$ cat src/rtl/rr_mux4_arbiter_pkg.sv
// Shared definitions for the round-robin 4-way arbiter.
// Includes the state encoding and the rotating priority pick function.
package rr_mux4_arbiter_pkg;

    localparam int REQ_N = 4;

    typedef enum logic {
        IDLE  = 1'b0,
        OWNED = 1'b1
    } arbState_e;

    typedef struct packed {
        logic       found;
        logic [1:0] idx;
    } pick_t;

    // Walk offsets from the highest down so the closest one to ptr is the last (winning) write.
    function automatic pick_t pickNext(input logic [REQ_N-1:0] req, input logic [1:0] ptr);
        pick_t      res;
        logic [1:0] cand;
        res = '0;
        for (int i = REQ_N - 1; i >= 0; i--) begin
            cand = ptr + 2'(i);
            if (req[cand]) begin
                res.found = 1'b1;
                res.idx   = cand;
            end
        end
        return res;
    endfunction

endpackage

$ cat src/rtl/rr_mux4_arbiter_mux4.sv
// 4:1 width-parameterised mux.
// This is the shared data path steered by the arbiter's select.
module mux4Variable #(
    parameter int WIDTH = 2
) (
    input  logic [1:0]       Control,
    input  logic [WIDTH-1:0] A,
    input  logic [WIDTH-1:0] B,
    input  logic [WIDTH-1:0] C,
    input  logic [WIDTH-1:0] D,
    output logic [WIDTH-1:0] Y
);

    always_comb begin
        Y = A;
        case (Control)
            2'd0: Y = A;
            2'd1: Y = B;
            2'd2: Y = C;
            2'd3: Y = D;
            default: Y = A;
        endcase
    end

endmodule

$ cat src/rtl/rr_mux4_arbiter.sv
// Round-robin arbiter with capped sticky grants.
// It drives a shared 4:1 mux so the owner's data appears on Y.
module rr_mux4_arbiter
    import rr_mux4_arbiter_pkg::*;
#(
    parameter int WIDTH    = 2,
    parameter int MAX_HOLD = 4
) (
    input  logic             clk,
    input  logic             reset,
    input  logic [REQ_N-1:0] Req,
    input  logic [WIDTH-1:0] A,
    input  logic [WIDTH-1:0] B,
    input  logic [WIDTH-1:0] C,
    input  logic [WIDTH-1:0] D,
    output logic [REQ_N-1:0] Gnt,
    output logic [1:0]       Sel,
    output logic             Busy,
    output logic [WIDTH-1:0] Y
);

    localparam int HOLD_W = (MAX_HOLD > 1) ? $clog2(MAX_HOLD) : 1;
    localparam logic [HOLD_W-1:0] HOLD_LAST = HOLD_W'(MAX_HOLD - 1);

    arbState_e        state_q;
    logic [REQ_N-1:0] gnt_q;
    logic [1:0]       sel_q;
    logic [1:0]       ptr_q;
    logic [HOLD_W-1:0] hold_q;

    pick_t pick_d;
    logic  keep_d;

    // Ptr already sits past the owner, so re-arbitration naturally favours the others and regrants the owner only when alone.
    always_comb begin
        pick_d = pickNext(Req, ptr_q);
        keep_d = (state_q == OWNED) && Req[sel_q] && (hold_q < HOLD_LAST);
    end

    always_ff @(posedge clk) begin
        if (reset) begin
            state_q <= IDLE;
            gnt_q   <= '0;
            sel_q   <= 2'd0;
            ptr_q   <= 2'd0;
            hold_q  <= '0;
        end else if (keep_d) begin
            hold_q <= hold_q + HOLD_W'(1);
        end else if (pick_d.found) begin
            state_q <= OWNED;
            gnt_q   <= 4'b0001 << pick_d.idx;
            sel_q   <= pick_d.idx;
            hold_q  <= '0;
            ptr_q   <= pick_d.idx + 2'd1;
        end else begin
            state_q <= IDLE;
            gnt_q   <= '0;
        end
    end

    assign Gnt  = gnt_q;
    assign Sel  = sel_q;
    assign Busy = (state_q == OWNED);

    mux4Variable #(
        .WIDTH(WIDTH)
    ) uMux (
        .Control(sel_q),
        .A      (A),
        .B      (B),
        .C      (C),
        .D      (D),
        .Y      (Y)
    );

endmodule

$ cat config.mk
export PLATFORM = sky130hd
export DESIGN_NAME = rr_mux4_arbiter
export DESIGN_NICKNAME = d
export VERILOG_FILES = /design/src/rtl/rr_mux4_arbiter_pkg.sv /design/src/rtl/rr_mux4_arbiter_mux4.sv /design/src/rtl/rr_mux4_arbiter.sv
export SDC_FILE = /design/constraint.sdc
export NUM_CORES = 1
export LEC_CHECK = 0
export ABC_AREA = 1
export ABC_CLOCK_PERIOD_IN_PS = 3090
export BUFFER_PORTS_ARGS = -buffer_cell sky130_fd_sc_hd__buf_2
export CORE_MARGIN = 3
export CORE_UTILIZATION = 54
export DETAILED_ROUTE_END_ITERATION = 12
export PLACE_DENSITY = 0.86
export SETUP_SLACK_MARGIN = 0.4
export SKIP_LAST_GASP = 1
export SLEW_MARGIN = 20
export SYNTH_ARGS = -nofsm -noshare
export SYNTH_HDL_FRONTEND = slang
export SYNTH_SLANG_ARGS = --single-unit
$ cat constraint.sdc
create_clock -name clk -period 3.09 [get_ports clk]
set_input_delay 0.1545 -clock clk [delete_from_list [all_inputs] [get_ports clk]]
set_output_delay 0.1545 -clock clk [all_outputs]
set_load 0.02 [all_outputs]
# Word-level counts from Yosys, hierarchy flattened
# Index checks and enable logic that the tools add are counted.
# Widths: inputs -> output; s select.
# word_totals
in_bits,14
wordCells,45
regBits,11
output_inout_bits,9
# classes
magnitude_cmp,6
reduce_logical,5
n_eq_ne,3
add_sub_neg,5
n_shift,1
muxes,19
bitwise,1
# ops
operator,count
$lt 2x3->1 const B,5
$mux 3,4
$bmux 1 s2,5
$pmux 2 s4,1
$add 2x1->2 const B,3
$mux 1,6
$add 2x2->2 const B,2
$eq 2x2->1 const B,2
$mux 2,2
$mux 4,1
$shl 1x2->4 const A,1
$eq 2x1->1 const B,1
$logic_and 1x1->1,2
$logic_not 2->1,1
$lt 2x2->1 const B,1
$reduce_and 2->1,1
$reduce_bool 2->1,1
$not 1->1,1

# Logic depth before layout (Yosys ltp)
# Gate-level depths: netlist of the first run.
# depth
depth_word,9
depth_mapped,15
ltp_nobuf,14

# By module
# A second synthesis of the first run with hierarchy kept.
# hier_totals
hier_cells,122
hier_area_um2,784.5
# by_module_without_submodules
module,seq_area_each_um2,instances,cells_per_inst,area_per_inst_um2
rr_mux4_arbiter,220.2,1,109,723.2
mux4Variable,0.0,1,13,61.3

# Worst setup path before layout of the first run
# No wires, ideal clock.
# synth_timing
path_type,flip-flop to flip-flop
start,"reg sel_q[1], in the netlist Sel[1]"
end,"reg sel_q[0], in the netlist Sel[0]"
setup_ps,125
stages_incl_launch_ff,10
path_slack_ps,1679
period_less_slack_ps,1411
path_buffers,0
arrival_time_ps,1286
required_ps,2965
cell_sequence,dfxtp_1 > inv_1 > nor2_1 > nand2_1 > o21ai_0 > o21ai_4 > nand2_2 > inv_2 > o21ai_1 > a31oi_1
# synth_via
elab_chain_len,6
# synth_lines
item,line_no,source
start: declaration,rr_mux4_arbiter.sv:27,logic [1:0] sel_q;
start signal: assignment,rr_mux4_arbiter.sv:52,sel_q <= pick_d.idx;
$bmux 1 s2,rr_mux4_arbiter.sv:37,keep_d = (state_q == OWNED) && Req[sel_q] && (hold_q < HOLD_LAST);
$mux 1 (not written as such),rr_mux4_arbiter.sv:37,
$logic_and 1x1->1 (2 in series),rr_mux4_arbiter.sv:37,
$not 1->1 (no line),n/a,
$reduce_and 2->1 (no line),n/a,
# No other way between the ends. The select of a mux whose other input is x is not followed.
# A chain may end at the register's enable or synchronous reset.

# Worst setup path in the final report of the first run
# layout_timing
start,reg ptr_q[0]
end,reg ptr_q[1]
# layout_via
elab_chain_len,8
word_cells_on_any_way,17
cone_classes,add/sub (4); mux (12); reduce/logical (1)
# layout_lines
item,line_no,source
start: declaration,rr_mux4_arbiter.sv:28,logic [1:0] ptr_q;
start signal: assignment,rr_mux4_arbiter.sv:54,ptr_q <= pick_d.idx + 2'd1;
$add 2x2->2,rr_mux4_arbiter_pkg.sv:23,cand = ptr + 2'(i);
$bmux 1 s2,rr_mux4_arbiter_pkg.sv:24,if (req[cand]) begin
$mux 1 (not written as such),rr_mux4_arbiter_pkg.sv:24,
$mux 3 (3 in series),rr_mux4_arbiter_pkg.sv:24,
$mux 3 *,rr_mux4_arbiter_pkg.sv:24,
$add 2x1->2 / $reduce_and 2->1 (equally long branches),n/a,
# Mark *: on every way between the ends. The rest lies on a longest branch, timed or not. The select of a mux whose other input is x is not followed.

==> results of run 1 <==
## state kept, by name (all words and copies together) (netlist names)
name,count
Busy,1
Gnt,4
Sel,2
hold_q,2
ptr_q,2
## stage by stage
stage               power [W]  hold slack (ns)  setup WS (ns)  instance area (µm²)
global placement     0.000868            0.416           1.46                  927
CTS                  0.000989            0.135           1.38                  953
finish               0.000983            0.141           1.39                  953
floorplan            0.000768            0.224           1.68                  810
detailed placement   0.000891            0.422           1.39                  927
global route          0.00108            0.162           1.21                  953
## area by class of cell
class | instances | area, µm²
Multi-Input combinational cell | 95 | 498
Fill cell | 112 | 397
Sequential cell | 11 | 220
Timing Repair Buffer | 22 | 110
Inverter | 20 | 80.1
Clock buffer | 4 | 26.3
Tap cell | 15 | 18.8
## critical path, stage by stage, from the launching register on
cell,delay [ns]
dfxtp_1,0.60
inv_6,0.07
nand2_1,0.08
nand2_1,0.09
nand2_2,0.09
nand2_2,0.07
nor2_4,0.15
nor2_2,0.06
nand2_4,0.11
nand2_4,0.06
nand3_2,0.07
nand3_2,0.06
nand2_1,0.06
inv_1,0.03
## placed cells by master (no fill, tap or decap)
cell / instances
buf_2: 22
inv_2: 3
nor2_4: 1
nand2_4: 3
clkbuf_4: 3
nor2_1: 7
a21oi_1: 9
o21a_1: 1
nand2_1: 42
inv_1: 16
ha_1: 1
dfxtp_1: 11
inv_6: 1
o21ai_1: 2
nand4_1: 3
o21ai_4: 1
nor2_2: 2
clkbuf_1: 1
a31oi_1: 1
nand3_1: 6
o21ai_0: 3
nand4_2: 1
nand2_2: 10
nand3_2: 2
## cell families after synthesis
logic type               Yosys count
flip-flops                        11
buffers and inverters             21
adder cells (fa/ha/maj)            1
AND/OR/NAND/NOR                   77
AO/OA/AOI/OAI                     17
## power by group through the flow
stage	Sequential [W]	Clock (W)	Combinational [W]
5_1_grt	0.000252	0.000105	0.000721
3_5_place_dp	0.000248	0	0.000642
6_report	0.000246	0.0000952	0.000643
2_1_floorplan	0.000263	0	0.000506
4_1_cts	0.000245	0.0000990	0.000644
3_3_place_gp	0.000245	0	0.000623
## metal layers
layer  track usage [%]  share of wire (%)  vias to the layer above
li1                  -                  -                      449
met1              24.0                 42                      353
met2              36.7                 48                       24
met3              5.58                8.3                        5
met4              12.7                1.9                        0
met5                 0                  0                        -
## worst max-delay path by stage
stage                               start                     to  slack, ns  depth (start not counted)
detailed placement  ptr_q[0]$_SDFFE_PP0P_  ptr_q[1]$_SDFFE_PP0P_       1.39                         13
global placement    ptr_q[0]$_SDFFE_PP0P_  ptr_q[0]$_SDFFE_PP0P_       1.46                         11
CTS                 ptr_q[0]$_SDFFE_PP0P_  ptr_q[1]$_SDFFE_PP0P_       1.38                         13
finish              ptr_q[0]$_SDFFE_PP0P_  ptr_q[1]$_SDFFE_PP0P_       1.39                         13
global route        ptr_q[0]$_SDFFE_PP0P_  ptr_q[1]$_SDFFE_PP0P_       1.21                         13
floorplan             Sel[1]$_SDFFE_PP0P_    Sel[0]$_SDFFE_PP0P_       1.68                          9
==> impl_metrics.py, run 1 <==
metrics = {
    "run_status": {
        "status": "finished clean",
    },
    "sta": {
        "fin_crit_ns": 1.70,
        "finalCritPeriodShare_pct": 55.1,
        "fin_worst_skew_ns": 0.00324,
        "relSlewSlack_pct": 69.4,
        "setup_viol": 0,
        "fmax_mhz": 587,
        "finalMaxSlewViolations": 0,
        "tightest_slew_ns": 0.459,
        "rsz0062_at_grt": "false",
        "report.final.hold_viol_count": 0,
        "setup_tns_ns": 0,
    },
    "drt": {
        "dr.pass1.iters": 4,
        "detailroute.via_count": 831,
        "drt-initial-drc-count": 15,
        "ant_nets": 0,
        "drcViolationCount": 0,
        "wl_mm": 1.81,
        "wire_per_inst_um": 10.9,
        "avgViaCountPerCell": 4.98,
    },
    "synth": {
        "synth-edff-count": 0,
        "synth.most_common_cell": "nand2_1",
        "avgSynthCellArea_um2": 6.37,
        "yosysUniqueCellTypes": 22,
        "synth-compound-area-share_pct": 12.4,
        "synth_top_area_share_pct": 27.2,
        "yosysTopAreaCell": "dfxtp_1",
        "muxShareOfSynthArea_pct": 0,
        "ys_async_sr_fraction_pct": 0,
        "ys_seq_elements": 11,
        "syn_area_um2": 810,
        "yosys_warnings": 0,
        "synth-xor-area-share_pct": 0,
        "synth_top_family_by_area": "simple AND/OR/NAND/NOR gates",
        "netlist_top_cells_area": "dfxtp_1 (27%), nand2_1 (19%), nand2_2 (7.7%)",
        "ys.flop_type": "dfxtp_1",
        "synthSimpleGateAreaFrac_pct": 47.6,
        "syn_nets": 142,
        "ys_seq_area_share_pct": 27.2,
        "synthCells": 127,
        "synthAdderAreaFrac_pct": 1.55,
        "synthTopCellsByCount": "nand2_1 (42), inv_1 (16), dfxtp_1 (11)",
    },
    "hold_path": {
        "hold_end": "hold_q[1]$_SDFFE_PP0P_",
        "min-delay-start": "reset",
        "hold_path.class": "in2reg",
        "worstHoldPathCells": 2,
    },
    "cells_and_area": {
        "final_nets": 168,
        "finalNonFillerCells": 167,
        "num_antenna_cells": 0,
        "drive_gt1_share_pct": 32.2,
        "utilization_pct": 70.6,
        "synthToLayoutAreaGrowth_pct": 17.8,
    },
    "place": {
        "place_congestion": 0.860,
        "hpwl_mm": 1.50,
        "dp_cells": 163,
        "portBuffers": 22,
    },
    "die": {
        "dieArea_um2": 2000,
        "start_util_pct": 60.0,
        "die_w_um": 44.7,
        "core-area_um2": 1350,
        "die_h_um": 44.7,
        "rows": 13,
        "io_pins": 23,
    },
    "clocking": {
        "cts_tree": "done",
        "cts.sinks": 11,
        "clock_latency_ns": 0.27,
        "cts_made_buffers": 3,
        "htreeDepth": 1,
        "postCtsSetupRepairBufs": 0,
        "hold_buffers": 0,
        "clock-root-buffer": "clkbuf_4",
        "clkTransAtPathRegs_ns": 0.06,
        "cts-resized-gates": 0,
        "cts_buffer_depth": 2,
    },
    "worst_setup_path": {
        "critPathMaxFanout": 10,
        "cp_data_arrival_time_ns": 1.87,
        "cp.required_ns": 3.26,
        "endpoint_kind": "flop",
        "reg2reg_to": "ptr_q[1]$_SDFFE_PP0P_",
        "r2r_cells": 13,
        "reg2reg_slack_ns": 1.39,
        "worstSetupPathType": "reg2reg",
        "crit_path_start_kind": "flop",
        "reg2reg_from": "ptr_q[0]$_SDFFE_PP0P_",
    },
    "grt": {
        "antenna_found_initial": 0,
        "grt_max_degree": 11,
        "grt_use_total_pct": 21.6,
        "grt_pass1_wl_mm": 3.09,
        "overflow": 0,
        "grt_pass1_vias": 792,
    },
    "pwr": {
        "pwr-share-clk_pct": 9.7,
        "comb_power_share_pct": 65.3,
        "switching_share_pct": 53.1,
        "power_switching_w": 0.000522,
        "max-vdd-ir-drop_mv": 0.668,
        "power_density_nw_per_um2": 1030,
        "p_int_w": 0.000461,
        "seqPwrFrac_pct": 25.0,
        "p_leak_nw": 0.537,
    },
    "run": {
        "cap_violations": 0,
    },
}
Power figures use the tool's default switching activity.
==> run 2: changes to the inputs <==
Settings changed: ABC_CLOCK_PERIOD_IN_PS 3090 to 1600, CORE_UTILIZATION 54 to 50, PLACE_DENSITY 0.86 to 0.81.
Clock period 3.09 ns to 1.6 ns, I/O delays scaled along.
==> run 2 against run 1 <==
Sequential power grew 110%; clock power rose by 100%; register-to-register slack lost 1.4 ns; highest routed layer unchanged; largest power group unchanged; hold slack worse by 0.068 ns; global-route usage is 1.8 points higher.
==> impl_metrics.py, run 2 (same netlist as run 1, synthesis figures left out) <==
metrics = {
    "run_status": {
        "status": "finished clean",
    },
    "clocking": {
        "htreeDepth": 1,
        "cts_tree": "done",
        "clkTransAtPathRegs_ns": 0.06,
        "clock_latency_ns": 0.28,
        "cts_made_buffers": 3,
        "cts_buffer_depth": 2,
        "cts.sinks": 11,
        "clock-root-buffer": "clkbuf_4",
        "hold_buffers": 0,
    },
    "drt": {
        "dr.pass1.iters": 4,
        "drcViolationCount": 0,
        "avgViaCountPerCell": 5.73,
        "wire_per_inst_um": 17.2,
        "detailroute.via_count": 1032,
        "drt-initial-drc-count": 77,
        "ant_nets": 0,
        "wl_mm": 3.09,
    },
    "sta": {
        "fin_crit_ns": 1.57,
        "relSlewSlack_pct": 83.2,
        "tightest_slew_ns": 0.252,
        "finalMaxSlewViolations": 0,
        "report.final.hold_viol_count": 0,
        "rsz0062_at_grt": "true",
        "setup_tns_ns": 0,
        "finalCritPeriodShare_pct": 98.2,
        "fmax_mhz": 636,
        "setup_viol": 0,
        "fin_worst_skew_ns": 0.00611,
    },
    "pwr": {
        "totalPowerFinal_w": 0.00276,
        "max-vdd-ir-drop_mv": 1.43,
        "p_leak_nw": 0.646,
        "power_density_nw_per_um2": 2210,
    },
    "cells_and_area": {
        "drive_gt1_share_pct": 60.0,
        "largest_reg_flops": 4,
        "utilization_pct": 89.4,
        "mostFrequentLayoutCells": "nand2_1 (29), buf_2 (20), nand2_2 (13), nand2_4 (13), buf_4 (12)",
        "final_cell_area_um2": 1250,
        "final_common_cell": "nand2_1",
        "n_fill_cell": 58,
        "finalNonFillerCells": 180,
        "synthToLayoutAreaGrowth_pct": 54.4,
        "num_antenna_cells": 0,
        "final_nets": 181,
    },
    "run": {
        "cap_violations": 0,
    },
    "die": {
        "dieArea_um2": 2140,
        "die_h_um": 46.2,
        "io_pins": 23,
        "start_util_pct": 57.9,
        "rows": 13,
        "die_w_um": 46.2,
        "core-area_um2": 1400,
    },
    "place": {
        "place_congestion": 0.863,
        "dp_cells": 163,
        "portBuffers": 22,
        "hpwl_mm": 1.53,
        "placed_area_um2": 948,
    },
    "worst_setup_path": {
        "endpoint": "ptr_q[1]$_SDFFE_PP0P_",
        "cp_cell_sequence": "buf_6, nand2_4, nand2_4, nand2_4, nand2_4, nor2_2, nor2_2, nand2_4, nand4_2, nand3_2, nand2_1, inv_1",
        "endpoint_kind": "flop",
        "worstSetupPathType": "reg2reg",
        "critPathLaunch": "ptr_q[0]$_SDFFE_PP0P_",
        "reg2reg_to": "ptr_q[1]$_SDFFE_PP0P_",
        "r2r_cells": 12,
        "cp_data_arrival_time_ns": 1.75,
        "cpPeakStageDelay_ns": 0.41,
        "critPathMaxFanout": 6,
        "reg2reg_slack_ns": 0.03,
        "reg2reg_from": "ptr_q[0]$_SDFFE_PP0P_",
        "worst_path_max_delay_cell": "dfxtp_4",
        "crit_path_start_kind": "flop",
        "cp_common_cell": "nand2_4",
        "cp.required_ns": 1.77,
    },
    "hold_path": {
        "hold_path.class": "in2reg",
    },
    "grt": {
        "grt_pass1_vias": 823,
        "overflow": 0,
        "grt_max_degree": 8,
        "antenna_found_initial": 0,
        "grt_use_total_pct": 23.4,
        "grt_pass1_wl_mm": 3.61,
    },
}
==> run 2: worst min-delay path by stage <==
stage               cells after the start  slack (ns)                endpoint   from
finish                                  2        0.07     Gnt[3]$_SDFFE_PP0N_  reset
global route                            2        0.08  hold_q[1]$_SDFFE_PP0P_  reset
CTS                                     2        0.05     Gnt[0]$_SDFFE_PP0N_  reset
detailed placement                      2        0.34     Gnt[0]$_SDFFE_PP0N_  reset
global placement                        2        0.34     Gnt[0]$_SDFFE_PP0N_  reset
floorplan                               1        0.15       Busy$_SDFFE_PP0N_  reset
==> run 2: power breakdown <==
part | internal, W | switching [W] | total (W) | leakage (nW)
Clock | 0.0000969 | 0.0000962 | 0.000193 | 0.0150
Combinational | 0.000802 | 0.00124 | 0.00204 | 0.537
Sequential | 0.000390 | 0.000137 | 0.000527 | 0.0931
Total | 0.00129 | 0.00147 | 0.00276 | 0.646
==> run 2: stage by stage <==
stage	worst slack (ns)	hold WS (ns)
finish	0.0281	0.0723
CTS	0.135	0.0503
global placement	0.119	0.337
global route	-0.0291	0.0790
detailed placement	0.0445	0.337
floorplan	0.248	0.149
==> run 2: final cells by class <==
type / instances / area [µm²] / area share (%)
clock buffers: 4 / 26.3 / 2.10
inverters: 20 / 90.1 / 7.21
well taps: 15 / 18.8 / 1.50
multi-input cells: 95 / 647 / 51.8
repair buffers: 35 / 233 / 18.6
flip-flops and latches: 11 / 235 / 18.8
==> run 2: worst max-delay path, delay by kind of cell, from the launching register on <==
family / cells / cell delay [ns]
buf+inv: 2 / 0.19
flops: 1 / 0.41
simple gates: 10 / 0.86
==> run 2: timing repair <==
action	in CTS	in global routing
setup endpoints to repair	13	13
pin swaps	11	19
setup buffers	7	6
resized for setup	31	23
==> run 2: per-layer routing <==
layer  share of wire, %  up-vias  global-route usage [%]  wire (µm)
li1                   -      476                       -          -
met1                 36      447                    26.9       1110
met2                 46       82                    39.3       1440
met3                 10       27                    8.20        321
met4                7.2        0                    8.52        224
met5                  0        -                       0          0
